--- src/rtl/qdec_pkg.sv ---
// Shared types and constants for the NAL unit / emulation-prevention stripper.
// Contents: FSM state enum, special byte values, NAL header struct and a
// helper that decodes the two captured header bytes.
package qdec_pkg;

  localparam int unsigned BYTE_W        = 8;
  localparam int unsigned ZC_W          = 2;
  localparam int unsigned NAL_HDR_BYTES = 2;
  // Header bits kept after the forbidden_zero_bit has been checked and dropped.
  localparam int unsigned HDR_RAW_W     = NAL_HDR_BYTES * BYTE_W - 1;

  localparam logic [BYTE_W-1:0] ZERO_BYTE      = 8'h00;
  localparam logic [BYTE_W-1:0] START_CODE_LSB = 8'h01;
  localparam logic [BYTE_W-1:0] ILLEGAL_BYTE   = 8'h02;
  localparam logic [BYTE_W-1:0] EPB_BYTE       = 8'h03;

  localparam logic [ZC_W-1:0] ZC_ONE = ZC_W'(1);
  localparam logic [ZC_W-1:0] ZC_TWO = ZC_W'(2);
  localparam logic [ZC_W-1:0] ZC_MAX = ZC_W'(3);

  typedef enum logic [2:0] {
    S_SEARCH,
    S_HDR0,
    S_HDR1,
    S_PAY,
    S_FLUSH
  } nal_state_e;

  typedef struct packed {
    logic [5:0] unit_type;
    logic [5:0] layer_id;
    logic [2:0] tid;
  } nal_hdr_t;

  // raw = {byte0[6:0], byte1}; the temporal id is coded as tid+1.
  function automatic nal_hdr_t decode_hdr(input logic [HDR_RAW_W-1:0] raw);
    nal_hdr_t h;
    h.unit_type = raw[14:9];
    h.layer_id  = raw[8:3];
    h.tid       = raw[2:0] - 3'(1);
    return h;
  endfunction

endpackage

--- src/rtl/qdec_byte_skid.sv ---
// Single-entry output register with valid/ready handshake.
// Ports:
//   clk, rst        clock, synchronous active-high reset
//   push, push_data load a new byte (only when can_push_c is high)
//   out_data/vld    registered byte towards the consumer
//   out_rdy         consumer ready
//   can_push_c      register is empty or draining this cycle
module qdec_byte_skid
  import qdec_pkg::*;
(
  input  logic              clk,
  input  logic              rst,
  input  logic              push,
  input  logic [BYTE_W-1:0] push_data,
  input  logic              out_rdy,
  output logic [BYTE_W-1:0] out_data,
  output logic              out_vld,
  output logic              can_push_c
);

  assign can_push_c = ~out_vld | out_rdy;

  // Data only changes on a load, so it stays stable while stalled.
  always_ff @(posedge clk) begin
    if (rst) begin
      out_vld  <= 1'b0;
      out_data <= '0;
    end else if (push) begin
      out_vld  <= 1'b1;
      out_data <= push_data;
    end else if (out_rdy) begin
      out_vld  <= 1'b0;
    end
  end

endmodule

--- src/rtl/qdec_nal_epb_strip.sv ---
// Annex-B start-code finder, NAL header capture and emulation-prevention
// byte stripper feeding the CABAC decoder with clean RBSP bytes.
// Ports:
//   clk, rst                      clock, synchronous active-high reset
//   raw_byte/_vld/_rdy            Annex-B byte stream in
//   bitstreamFetch/_vld/_rdy      RBSP byte stream out (1-cycle latency)
//   nal_unit_type, nuh_layer_id,
//   nuh_temporal_id               header fields, held until next nal_hdr_vld
//   nal_hdr_vld, nal_end,
//   epb_removed, syntax_err       single-cycle event pulses
// Optional (QDEC_NAL_EPB_STATS_EN):
//   stat_epb_cnt, stat_byte_cnt   per-NAL saturating counters
module qdec_nal_epb_strip
  import qdec_pkg::*;
(
  input  logic              clk,
  input  logic              rst,
  input  logic [BYTE_W-1:0] raw_byte,
  input  logic              raw_byte_vld,
  output logic              raw_byte_rdy,
  output logic [BYTE_W-1:0] bitstreamFetch,
  output logic              bitstreamFetch_vld,
  input  logic              bitstreamFetch_rdy,
  output logic [5:0]        nal_unit_type,
  output logic [5:0]        nuh_layer_id,
  output logic [2:0]        nuh_temporal_id,
  output logic              nal_hdr_vld,
  output logic              nal_end,
  output logic              epb_removed,
  output logic              syntax_err
`ifdef QDEC_NAL_EPB_STATS_EN
  ,
  output logic [15:0]       stat_epb_cnt,
  output logic [23:0]       stat_byte_cnt
`endif
);

  nal_state_e        state;
  logic [ZC_W-1:0]   zc;
  logic [BYTE_W-1:0] hold_byte;
  logic              hold_vld;
  logic [6:0]        hdr_b0;
  nal_hdr_t          hdr;

  logic              can_push_c;
  logic              acc_c;
  logic              push_c;
  logic [BYTE_W-1:0] push_data_c;
  logic              hdr_cap_c;

  assign raw_byte_rdy = ~rst & (state != S_FLUSH) & can_push_c;
  assign acc_c        = raw_byte_vld & raw_byte_rdy;
  assign hdr_cap_c    = (state == S_HDR1) & acc_c;

  assign nal_unit_type   = hdr.unit_type;
  assign nuh_layer_id    = hdr.layer_id;
  assign nuh_temporal_id = hdr.tid;

  // Output load: direct pass-through in payload, or zero/held-byte replay.
  always_comb begin
    push_c      = 1'b0;
    push_data_c = ZERO_BYTE;
    case (state)
      S_PAY: begin
        if (acc_c && (zc == '0) && (raw_byte != ZERO_BYTE)) begin
          push_c      = 1'b1;
          push_data_c = raw_byte;
        end
      end
      S_FLUSH: begin
        if (can_push_c) begin
          push_c      = 1'b1;
          push_data_c = (zc != '0) ? ZERO_BYTE : hold_byte;
        end
      end
      default: ;
    endcase
  end

  qdec_byte_skid u_skid (
    .clk        (clk),
    .rst        (rst),
    .push       (push_c),
    .push_data  (push_data_c),
    .out_rdy    (bitstreamFetch_rdy),
    .out_data   (bitstreamFetch),
    .out_vld    (bitstreamFetch_vld),
    .can_push_c (can_push_c)
  );

  // Main byte classifier; zc counts zeros that have not been forwarded yet.
  always_ff @(posedge clk) begin
    if (rst) begin
      state       <= S_SEARCH;
      zc          <= '0;
      hold_byte   <= '0;
      hold_vld    <= 1'b0;
      hdr_b0      <= '0;
      hdr         <= '0;
      nal_hdr_vld <= 1'b0;
      nal_end     <= 1'b0;
      epb_removed <= 1'b0;
      syntax_err  <= 1'b0;
    end else begin
      nal_hdr_vld <= 1'b0;
      nal_end     <= 1'b0;
      epb_removed <= 1'b0;
      syntax_err  <= 1'b0;

      case (state)
        S_SEARCH: begin
          if (acc_c) begin
            if (raw_byte == ZERO_BYTE) begin
              zc <= (zc == ZC_MAX) ? ZC_MAX : zc + ZC_ONE;
            end else if ((raw_byte == START_CODE_LSB) && (zc >= ZC_TWO)) begin
              state <= S_HDR0;
              zc    <= '0;
            end else begin
              zc <= '0;
            end
          end
        end

        S_HDR0: begin
          if (acc_c) begin
            if (raw_byte[7]) begin
              syntax_err <= 1'b1;
              state      <= S_SEARCH;
              zc         <= '0;
            end else begin
              hdr_b0 <= raw_byte[6:0];
              state  <= S_HDR1;
            end
          end
        end

        S_HDR1: begin
          if (acc_c) begin
            hdr         <= decode_hdr({hdr_b0, raw_byte});
            nal_hdr_vld <= 1'b1;
            state       <= S_PAY;
            zc          <= '0;
          end
        end

        S_PAY: begin
          if (acc_c) begin
            if (zc == ZC_TWO) begin
              case (raw_byte)
                ZERO_BYTE: begin
                  nal_end <= 1'b1;
                  state   <= S_SEARCH;
                  zc      <= ZC_MAX;
                end
                // The two zeros are real data: replay them without a tail byte.
                EPB_BYTE: begin
                  epb_removed <= 1'b1;
                  hold_vld    <= 1'b0;
                  state       <= S_FLUSH;
                end
                START_CODE_LSB: begin
                  nal_end <= 1'b1;
                  state   <= S_HDR0;
                  zc      <= '0;
                end
                ILLEGAL_BYTE: begin
                  syntax_err <= 1'b1;
                  state      <= S_SEARCH;
                  zc         <= '0;
                end
                default: begin
                  hold_byte <= raw_byte;
                  hold_vld  <= 1'b1;
                  state     <= S_FLUSH;
                end
              endcase
            end else if (raw_byte == ZERO_BYTE) begin
              zc <= zc + ZC_ONE;
            end else if (zc != '0) begin
              hold_byte <= raw_byte;
              hold_vld  <= 1'b1;
              state     <= S_FLUSH;
            end
          end
        end

        S_FLUSH: begin
          if (can_push_c) begin
            if (zc != '0) begin
              zc <= zc - ZC_ONE;
              if ((zc == ZC_ONE) && !hold_vld) begin
                state <= S_PAY;
              end
            end else begin
              state <= S_PAY;
            end
          end
        end

        default: begin
          state <= S_SEARCH;
          zc    <= '0;
        end
      endcase
    end
  end

`ifdef QDEC_NAL_EPB_STATS_EN
  // Per-NAL saturating statistics, restarted with each new header.
  always_ff @(posedge clk) begin
    if (rst) begin
      stat_epb_cnt  <= '0;
      stat_byte_cnt <= '0;
    end else if (hdr_cap_c) begin
      stat_epb_cnt  <= '0;
      stat_byte_cnt <= '0;
    end else begin
      if (epb_removed && (stat_epb_cnt != '1)) begin
        stat_epb_cnt <= stat_epb_cnt + 16'(1);
      end
      if (push_c && (stat_byte_cnt != '1)) begin
        stat_byte_cnt <= stat_byte_cnt + 24'(1);
      end
    end
  end
`endif

endmodule

--- config.mk ---
export PLATFORM = sky130hd
export DESIGN_NAME = qdec_nal_epb_strip
export DESIGN_NICKNAME = d
export VERILOG_FILES = /design/src/rtl/qdec_pkg.sv /design/src/rtl/qdec_byte_skid.sv /design/src/rtl/qdec_nal_epb_strip.sv
export SDC_FILE = /design/constraint.sdc
export NUM_CORES = 1
export LEC_CHECK = 0
export BUFFER_PORTS_ARGS = -buffer_cell sky130_fd_sc_hd__buf_4
export CAP_MARGIN = 20
export CORE_MARGIN = 10
export CORE_UTILIZATION = 30
export CTS_CLUSTER_DIAMETER = 120
export DETAILED_ROUTE_END_ITERATION = 16
export PLACE_DENSITY = 0.53
export SETUP_SLACK_MARGIN = 0.4
export SLEW_MARGIN = 10
export SYNTH_ARGS = -nofsm -noshare
export SYNTH_HDL_FRONTEND = slang
export SYNTH_SLANG_ARGS = --single-unit
--- constraint.sdc ---
create_clock -name clk -period 3.3 [get_ports clk]
set_input_delay 0.66 -clock clk [delete_from_list [all_inputs] [get_ports clk]]
set_output_delay 0.66 -clock clk [all_outputs]
set_load 0.1 [all_outputs]
* Yosys cells after proc, flatten, opt, wreduce, memory -nomap -nowiden
Index checks and enable logic that the tools add are counted.
** Word-level totals
- Flip-flop bits (word level) :: 49
- Output and inout bits :: 29
- Logic and storage cells :: 136
** Cells by class
- Add/sub/neg operators :: 3
- Order comparisons :: 1
- Eq/ne operators :: 28
- Mux-type cells :: 54
- Bitwise logic cells :: 11
- Reductions and logical operators :: 25
** Operator list (number)
- $mux W8 :: 7
- $mux W3 :: 12
- $mux W2 :: 12
- $ne A2 B2 Y1 const B :: 11
- $ne A3 B3 Y1 const B :: 6
- $eq A8 B2 Y1 const B :: 2
- $pmux W8 S2 :: 1
- $mux W1 :: 15
- $pmux W3 S5 :: 1
- $pmux W2 S5 :: 1
- $reduce_and A10 Y1 :: 1
- $reduce_and A5 Y1 :: 2
- $reduce_and A9 Y1 :: 1
- $eq A8 B1 Y1 const B :: 1
- $logic_not A8 Y1 :: 1
- $reduce_bool A8 Y1 :: 1
- $reduce_or A2 Y1 :: 4
- $reduce_or A4 Y1 :: 2
- $not A1 Y1 :: 7
- $eq A3 B2 Y1 const B :: 2
- $pmux W1 S2 :: 3
- $pmux W3 S2 :: 1
- $reduce_bool A2 Y1 :: 3
- $eq A2 B2 Y1 const B :: 2
- 18 further kinds :: 23

* Logic depth before layout (Yosys ltp)
- Depth in word-level cells :: 9
- Depth in mapped cells :: 8
- Gate-level depth less buffers :: 7

* By module
A second synthesis with hierarchy kept.
** Unflattened totals
- Cell total of the unflattened synthesis :: 266
- Area, all modules :: 2357.3 um^2
** By module, submodules not included
- qdec_nal_epb_strip :: instances 1, cells each 236, area an instance 2035.7 um^2, sequential area each 800.8 um^2
- qdec_byte_skid :: instances 1, cells each 30, area an instance 321.6 um^2, sequential area each 180.2 um^2

* Least setup slack after synthesis
No wires, ideal clock.
- Kind :: register to output
- Start point :: reg u_skid.out_vld
- End point :: out raw_byte_rdy
- Arrival :: 2959 ps
- Slack :: -319 ps
- Cell stages (with the launch flop) :: 3
- Path buffers :: 0
- Cells stage by stage :: dfxtp_1 > nor2b_1 > nor3_1
** On the way
- Word-level cells in the longest chain between the ends :: 3
** Ends and longest elaborated chain
- start: declaration :: RTL line qdec_byte_skid.sv:17 : output logic out_vld,
- start signal: assignment :: RTL line qdec_byte_skid.sv:26 : out_vld <= 1'b0;
- start signal: assignment :: RTL line qdec_byte_skid.sv:29 : out_vld <= 1'b1;
- start signal: assignment :: RTL line qdec_byte_skid.sv:32 : out_vld <= 1'b0;
- $not A1 Y1 :: RTL line qdec_byte_skid.sv:21 : assign can_push_c = ~out_vld | out_rdy;
- $or A1 B1 Y1 :: RTL line qdec_byte_skid.sv:21
- $and A1 B1 Y1 :: RTL line qdec_nal_epb_strip.sv:51 : assign raw_byte_rdy = ~rst & (state != S_FLUSH) & can_push_c;
- end: declaration :: RTL line qdec_nal_epb_strip.sv:20 : output logic raw_byte_rdy,
No other way between the ends.

* Final worst setup path
- Start point :: reg state[1]
- End point :: out raw_byte_rdy
** On the way
- Word-level cells in the longest chain between the ends :: 3
** Ends and longest elaborated chain
- start: declaration :: RTL line qdec_nal_epb_strip.sv:38 : nal_state_e state;
- start signal: assignment :: RTL line qdec_nal_epb_strip.sv:94 : state <= S_SEARCH;
- start signal: assignment :: RTL line qdec_nal_epb_strip.sv:116 : state <= S_HDR0;
- start signal: assignment :: RTL line qdec_nal_epb_strip.sv:128 : state <= S_SEARCH;
- $ne A3 B3 Y1 :: RTL line qdec_nal_epb_strip.sv:51
- $and A1 B1 Y1 (2 in series) :: RTL line qdec_nal_epb_strip.sv:51
No other way between the ends.

==> impl_metrics.yaml <==
routing:
  drt_iter0_drc: 111
  routedWlPerCell_um: 15.1
  vias: 1957
  firstDrtPassIters: 4
  vias_per_cell: 4.97
  drc: 0
  drt_wl_total_um: 5950
  postRouteAntennaNets: 0
cts:
  holdBufCountCts: 0
  post_cts_buffers: 0
  post_cts_resized: 0
  cts_made_buffers: 5
  numClockSinks: 49
  clk_pin_slew_ps: 100
  htree_num_levels: 2
  cts-root-buf: "clkbuf_8"
  tritoncts: "done"
  insertion_delay_ps: 310
  ctsLongestPathBuffers: 2
timing:
  clock_skew_ps: 8.27
  hold_viol: 0
  slew_headroom: 0.492
  tns_ps: 0
  rsz0062_at_grt: "no"
  finalCritPeriodShare: 0.671
  period_minus_slack_ps: 2210
  timing.fmax_mhz: 452
  slew_violations: 0
  tightest_slew_ps: 757
  setup-violations-final: 0
worst_setup_path:
  crit_path_start: "state[1]"
  rrSetupSlack_ps: 1140
  r2r_start: "state[1]"
  cp_max_fo: 12
  end_kind: "primary output"
  cp.required_ps: 2640
  critPathKind: "reg2out"
  reg2reg_depth: 5
  cp.arrival_ps: 1550
  cp-start-kind: "flop"
die:
  initial_core_util: 0.311
  die_h_um: 107
  die_x_um: 107
  coreArea_um2: 7290
  rows: 31
  die_area_um2: 11400
  pin_count: 41
synth:
  synth_ff_type: "dfxtp_1"
  synth_edf_count: 0
  synthTopCellsByCount: "49 x dfxtp_1, 45 x nand2_1, 27 x nor2_1, 21 x a21oi_1, 15 x mux2i_1"
  yosys_warnings: 0
  ys_seq_area_frac: 0.432
  yosysMostFrequentCell: "dfxtp_1"
  syn-num-nets: 281
  yosysTopAreaCell: "dfxtp_1"
  syn_area_um2: 2270
  syn-mean-instance-area_um2: 8.70
  synthArstFlopShare: 0
  syn_inst: 261
  ys_types: 41
  synth.top_cell.area_share: 0.432
  ys_seq_elements: 49
  synth.area.top_cells: "dfxtp_1 43%, nand2_1 7.4%, mux2i_1 6.6%"
job:
  maxCapViolCount: 0
cells_and_area:
  fin_util: 0.375
  fin_nets: 315
  diodes: 0
  fillers: 777
  ff_latch_area_um2: 981
  area_growth_pct: 20.5
  multi_input_area_um2: 1210
  drive_gt1_frac: 0.200
power:
  cellPowerDensity_nw_per_um2: 376
  leakage_nw: 1.07
  ir_worst_vdd_mv: 0.212
  finalPower_mw: 1.03
grt:
  grt.overflow.total: 0
  track_usage: 0.106
  grt_pass1_wl_um: 9920
  grt_pass1_vias: 1917
  grt_max_degree: 49
  antenna_found_initial: 0
min_path:
  whs_path_depth: 2
  holdCritPathClass: "reg2reg"
  min_from: "hdr_b0[5]"
placement:
  io_buffers: 40
  hpwl_um: 4270
  place_congestion: 0.831
status:
  outcome: "complete, no violations"
cell families (layout without fill, tap and decap cells):
logic type,after synthesis,in the layout,share of synthesized area
AND/OR/NAND/NOR,111,111,0.235
AO/OA/AOI/OAI,56,56,0.180
flip-flops,49,49,0.432
buffers and inverters,21,55,0.0380
multiplexers,15,15,0.0662
adder cells (fa/ha/maj),8,8,0.0441
XOR/XNOR,1,1,0.00386
critical path, cell delays in order (launching register included):
cell and delay (ps):
dfxtp_1 610, nor3b_1 140, nor3_2 180, buf_4 310
cell usage in the layout, fill, tap and decap left out, types with 3 or more instances in the layout:
| cell type | n |
|---|---|
| dfxtp_1 | 49 |
| nand2_1 | 45 |
| buf_4 | 42 |
| nor2_1 | 27 |
| a21oi_1 | 21 |
| mux2i_1 | 15 |
| a31oi_1 | 12 |
| nand3_1 | 11 |
| ha_1 | 8 |
| nor2b_1 | 6 |
| inv_1 | 5 |
| clkbuf_8 | 5 |
| and3_1 | 4 |
| a211oi_1 | 3 |
| o211ai_1 | 3 |
| o21a_1 | 3 |
| nor3_1 | 3 |
| o21ai_0 | 3 |
sequential cells by signal, indices dropped and copies added (netlist names):
name             count
nuh_layer_id         6
epb_removed          1
hold_byte            8
hdr_b0               7
hold_vld             1
nal_unit_type        6
u_skid.out_data      8
zc                   2
nuh_temporal_id      3
u_skid.out_vld       1
nal_hdr_vld          1
state                3
nal_end              1
syntax_err           1
report_power, final:
part           switching, mW  internal [mW]
Combinational         0.0499         0.0250
Sequential           0.00336          0.592
Clock                  0.211          0.147
Total                  0.265          0.764
layout make-up:
| type | instances | area share |
|---|---|---|
| clock buffers | 5 | 0.0252 |
| clock inverters | 2 | 0.00595 |
| inverters | 6 | 0.00823 |
| multi-input cells | 191 | 0.441 |
| flip-flops and latches | 49 | 0.359 |
| well taps | 99 | 0.0453 |
| repair buffers | 42 | 0.115 |
routing by layer:
layer  part of all wire  vias to the layer above  track usage
met1               0.46                      910        0.131
met4              0.014                        0       0.0290
met2               0.46                       55        0.170
met5                  0                        -            0
li1                   -                      985            -
met3              0.060                        7       0.0353
worst paths after layout:
kind	endpoint
hold / removal	nal_unit_type[4]
setup reg to reg	u_skid.out_data[2]
hold reg to reg	nal_unit_type[4]
setup / recovery	raw_byte_rdy
metrics by stage:
stage / hold slack (ps) / cells / area (um2) / setup slack [ps]
after global routing: 485 / 394 / 2740 / 895
after detailed placement: 446 / 387 / 2650 / 721
final: 458 / 394 / 2740 / 1090
after global placement: 437 / 387 / 2650 / 775
after floorplan: 431 / 261 / 2270 / 541
after CTS: 463 / 394 / 2740 / 1050
Note: power is estimated with default switching activity, not from simulation.
